### src/rtl/window_line_buffer.sv
// Streaming 3x3 window generator fed by an external pixel index counter.
// Optional WINDOW_FRAME_DONE_EN adds a one-cycle frame_done pulse after the last pixel.

`ifndef INPUT_WIDTH
`define INPUT_WIDTH 4
`endif
`ifndef INPUT_HEIGHT
`define INPUT_HEIGHT 4
`endif
`ifndef INPUT_WIDTH_LOG
`define INPUT_WIDTH_LOG 2
`endif
`ifndef INPUT_HEIGHT_LOG
`define INPUT_HEIGHT_LOG 2
`endif

module window_line_buffer #(
  parameter int unsigned PIXEL_WIDTH = 8,
  parameter int unsigned IMG_WIDTH   = `INPUT_WIDTH,
  parameter int unsigned IMG_HEIGHT  = `INPUT_HEIGHT,
  parameter int unsigned WLOG        = `INPUT_WIDTH_LOG,
  parameter int unsigned HLOG        = `INPUT_HEIGHT_LOG
) (
  input  logic                     clock,
  input  logic                     reset,
  input  logic                     in_valid,
  output logic                     in_ready,
  input  logic [PIXEL_WIDTH-1:0]   in_pixel,
  input  logic [WLOG-1:0]          width_index,
  input  logic [HLOG-1:0]          height_index,
  output logic                     count_enable,
  output logic                     win_valid,
  input  logic                     win_ready,
  output logic [9*PIXEL_WIDTH-1:0] win_pixels,
  output logic [WLOG-1:0]          win_col,
  output logic [HLOG-1:0]          win_row
`ifdef WINDOW_FRAME_DONE_EN
  ,
  output logic                     frame_done
`endif
);

  localparam int unsigned PW       = PIXEL_WIDTH;
  localparam int unsigned WIN_BITS = 9 * PIXEL_WIDTH;

  // A 3x3 window needs at least three rows and three columns.
  if (IMG_WIDTH < 3 || IMG_HEIGHT < 3) begin : g_bad_cfg
    $error("window_line_buffer: image must be at least 3x3");
  end

  logic                accept;
  logic                emit;
  logic [PW-1:0]       top_c;
  logic [PW-1:0]       mid_c;
  logic [PW-1:0]       lb0 [IMG_WIDTH];
  logic [PW-1:0]       lb1 [IMG_WIDTH];
  logic [WIN_BITS-1:0] win_q;
  logic [WIN_BITS-1:0] win_shift;

  assign in_ready     = !win_valid || win_ready;
  assign count_enable = in_valid && in_ready;
  assign accept       = count_enable;
  assign emit         = accept && (height_index >= HLOG'(2)) && (width_index >= WLOG'(2));

  assign top_c = lb0[width_index];
  assign mid_c = lb1[width_index];

  // Left shift of the 3x3 register with the new column (row h-2, row h-1, row h) on the right.
  always_comb begin
    win_shift = '0;
    for (int unsigned r = 0; r < 3; r++) begin
      win_shift[(3*r)*PW +: PW]   = win_q[(3*r+1)*PW +: PW];
      win_shift[(3*r+1)*PW +: PW] = win_q[(3*r+2)*PW +: PW];
    end
    win_shift[2*PW +: PW] = top_c;
    win_shift[5*PW +: PW] = mid_c;
    win_shift[8*PW +: PW] = in_pixel;
  end

  // Line buffers are plain storage; stale contents are never emitted.
  always_ff @(posedge clock) begin
    if (accept) begin
      lb0[width_index] <= mid_c;
      lb1[width_index] <= in_pixel;
    end
  end

  always_ff @(posedge clock or negedge reset) begin
    if (!reset) begin
      win_q      <= '0;
      win_valid  <= 1'b0;
      win_pixels <= '0;
      win_col    <= '0;
      win_row    <= '0;
    end else begin
      if (accept) begin
        win_q <= win_shift;
      end
      if (emit) begin
        win_valid  <= 1'b1;
        win_pixels <= win_shift;
        win_col    <= width_index - WLOG'(1);
        win_row    <= height_index - HLOG'(1);
      end else if (win_ready) begin
        win_valid <= 1'b0;
      end
    end
  end

`ifdef WINDOW_FRAME_DONE_EN
  always_ff @(posedge clock or negedge reset) begin
    if (!reset) begin
      frame_done <= 1'b0;
    end else begin
      frame_done <= accept && (width_index == WLOG'(IMG_WIDTH - 1))
                           && (height_index == HLOG'(IMG_HEIGHT - 1));
    end
  end
`endif

endmodule

### config.mk
export PLATFORM = sky130hd
export DESIGN_NAME = window_line_buffer
export DESIGN_NICKNAME = d
export VERILOG_FILES = /design/src/rtl/window_line_buffer.sv
export SDC_FILE = /design/constraint.sdc
export NUM_CORES = 1
export LEC_CHECK = 0
export CAP_MARGIN = 20
export CORE_MARGIN = 4
export CORE_UTILIZATION = 30
export DETAILED_ROUTE_END_ITERATION = 16
export GPL_TIMING_DRIVEN = 0
export PLACE_DENSITY_LB_ADDON = 0.3
export SYNTH_ARGS = -nofsm -noshare
export SYNTH_HDL_FRONTEND = slang
export SYNTH_SLANG_ARGS = --single-unit
export TNS_END_PERCENT = 100
### constraint.sdc
create_clock -name clock -period 2.1 [get_ports clock]
set_clock_uncertainty 0.15 [all_clocks]
set_input_delay 0.42 -clock clock [delete_from_list [all_inputs] [get_ports clock]]
set_output_delay 0.42 -clock clock [all_outputs]
set_load 0.02 [all_outputs]
==> impl_metrics.py <==
metrics = {
    "global_route": {
        "antenna_found_initial": 0,
        "grt_max_degree": 80,
        "grt_pass1_vias": 3906,
        "grt_overflow": 0,
        "track_usage": 0.1122,
        "grt_pass1_wl_mm": 22.31,
    },
    "timing": {
        "finalCritPeriodShare": 0.9950,
        "worst_slew_pin_slew_ps": 844.7,
        "fmax_ghz": 0.4786,
        "hold_violations": 0,
        "min_period_ps": 2089,
        "relSlewSlack": 0.4368,
        "setup_viol": 0,
        "slew_violations": 0,
        "grt_setup_unrepaired": "true",
    },
    "cells_and_area": {
        "nets": 509,
        "drive_gt1_frac": 0.4012,
        "antenna_cells": 0,
        "fin_util": 0.3925,
        "final_cell_mix": "dfrtp_1, mux2_2, clkdlybuf4s50_1",
        "area_growth_pct": 28.92,
        "final-instance-count-excl-fill": 820,
        "n_fill_cell": 2200,
        "layout_commonest_cell": "dfrtp_1",
        "finalInstanceArea_sq_um": 9186,
    },
    "clock_tree": {
        "cts_buffers": 17,
        "clockRootBuffer": "clkbuf_16",
        "h-tree-depth": 4,
        "clk_latency_ps": 410,
        "cts.clk_slew.worst_paths_ps": 70,
        "tritoncts": "yes",
        "clock_tree.buffer_depth": 2,
        "cts.sinks": 189,
    },
    "worst_hold_path": {
        "min_path_type": "in2async",
    },
    "worst_setup_path": {
        "cpPeakStageDelay_ps": 440,
        "slowest_stage": "clkdlybuf4s50_1",
        "critPathMaxFanout": 8,
        "critPathCaptureType": "output port",
        "cp_num_buf_inv": 5,
        "arrival_ps": 1520,
        "crit_path_cell_trace": "clkdlybuf4s50_1, nand2b_1, buf_6, nand2_2, inv_2, buf_12, buf_8",
        "cp_top_family": "buffers and inverters",
        "cp.required_ps": 1530,
        "critical_path_class": "in2out",
        "start_kind": "input pin",
    },
    "power": {
        "internal_power_w": 0.007555,
        "p_comb_frac": 0.252,
        "sw_frac_of_total": 0.2780,
        "p_leak_nw": 3.618,
        "p_switching_w": 0.002910,
        "power_w": 0.01046,
        "power_frac_seq": 0.466,
        "clockPowerShare": 0.282,
        "p_per_area_nw_per_um2": 1139,
        "ir_worst_vdd_mv": 0.5179,
    },
    "run_status": {
        "status": "finished clean",
    },
    "routing": {
        "wl_per_cell_microns": 17.23,
        "routed_wl_mm": 14.13,
        "first_pass_iters": 4,
        "drc": 0,
        "vias": 3576,
        "ant_nets": 0,
        "first_iter_violations": 120,
        "via_per_inst": 4.361,
    },
    "job": {
        "drv_cap": 0,
    },
    "die": {
        "die_area_sq_um": 26280,
        "pin_count": 95,
        "rows": 56,
        "start_util": 0.3045,
        "dieHeight_microns": 162.1,
        "die_w_microns": 162.1,
        "coreArea_sq_um": 23400,
    },
    "yosys": {
        "syn_area_per_cell_sq_um": 19.47,
        "synthArstFlopShare": 0.6614,
        "synth_ff_type": "dfrtp_1",
        "syn_nets": 387,
        "synth_warnings": 0,
        "syn_inst": 366,
        "syn-cell-area_sq_um": 7126,
        "synth_edf_count": 64,
        "synth.distinct_cells": 19,
        "seq_area_frac_synth": 0.7087,
        "yosys_register_bits": 189,
    },
    "place": {
        "place_congestion": 0.6778,
        "dp.cells": 780,
        "port_buffers": 94,
        "placed_area_sq_um": 8502,
        "dp_hpwl_mm": 9.666,
    },
}
[power groups by stage]
stage	sequential, W	combinational [W]	clock [W]
3_3_place_gp	0.00494	0.00260	0
5_1_grt	0.00497	0.00280	0.00321
2_1_floorplan	0.00548	0.000785	0
4_1_cts	0.00490	0.00267	0.00307
6_report	0.00488	0.00263	0.00295
3_5_place_dp	0.00497	0.00264	0
[sequential cells by signal, summed over array words and instances (netlist names)]
register    count
lb0            32
lb1            32
win_col         2
win_pixels     72
win_q          48
win_row         2
win_valid       1
[worst paths after layout]
path | endpoint | slack (ps) | cells after the start | from
worst max register to register | lb1[3][4] | 250 | 3 | win_valid
worst min-delay path | win_pixels[3] | 350 | 2 | reset
max in group asynchronous | win_q[56] | 710 | 3 | reset
min in group clock | win_pixels[29] | 350 | 1 | win_q[37]
worst max-delay path | count_enable | 10 | 7 | win_ready
worst min register to register | win_pixels[29] | 350 | 1 | win_q[37]
[logic make-up after synthesis]
logic type | Yosys count | synth area share
multiplexers | 140 | 0.2500
AO/OA/AOI/OAI | 2 | 0.002810
adder cells (fa/ha/maj) | 5 | 0.008780
flip-flops | 189 | 0.7087
buffers and inverters | 23 | 0.02335
AND/OR/NAND/NOR | 7 | 0.006321
[per-layer routing]
layer  part of all wire  wire (microns)  vias up  global-route usage
met5                  0               0        -                   0
li1                   -               -     1607                   -
met1               0.43            6043     1889              0.1389
met2               0.52            7342       74              0.1937
met3              0.045             638        6             0.03349
met4             0.0073             103        0             0.02768
[metrics by stage]
step           hold WS (ps)  worst slack, ps  setup TNS (ps)
6_report              351.8            10.54               0
5_1_grt               361.8           -72.98           -1897
4_1_cts               357.3           -73.06           -1447
3_5_place_dp          239.5           -968.3         -127180
3_3_place_gp          334.3            -4444         -677560
2_1_floorplan        -25.59            9.988               0
[synthesized netlist by cell type, drive strengths merged, types with 4 or more instances]
cell / number / area share
and3: 4 / 0.0035
buf: 18 / 0.021
dfrtp: 125 / 0.44
edfxtp: 64 / 0.27
ha: 5 / 0.0088
inv: 5 / 0.0026
mux2: 123 / 0.19
mux4: 16 / 0.054
[layout make-up]
type / count / area, sq um / area share
plain buffers: 17 / 209.0 / 0.02275
clock buffers: 20 / 459.2 / 0.04999
clock inverters: 12 / 83.83 / 0.009126
inverters: 5 / 18.77 / 0.002043
multi-input cells: 154 / 1922 / 0.2092
flip-flops and latches: 189 / 5050 / 0.5497
well taps: 319 / 399.1 / 0.04345
repair buffers: 104 / 1045 / 0.1137
[timing repair]
| action | 4_1_cts | 5_1_grt |
|---|---|---|
| gates resized for setup | 31 | 3 |
| setup endpoints to repair | 127 | 107 |
| setup buffers | 2 | 6 |
| hold endpoints to repair | 46 | 0 |
| hold buffers | 1 | 0 |
Note: power is estimated with default switching activity, not from simulation.
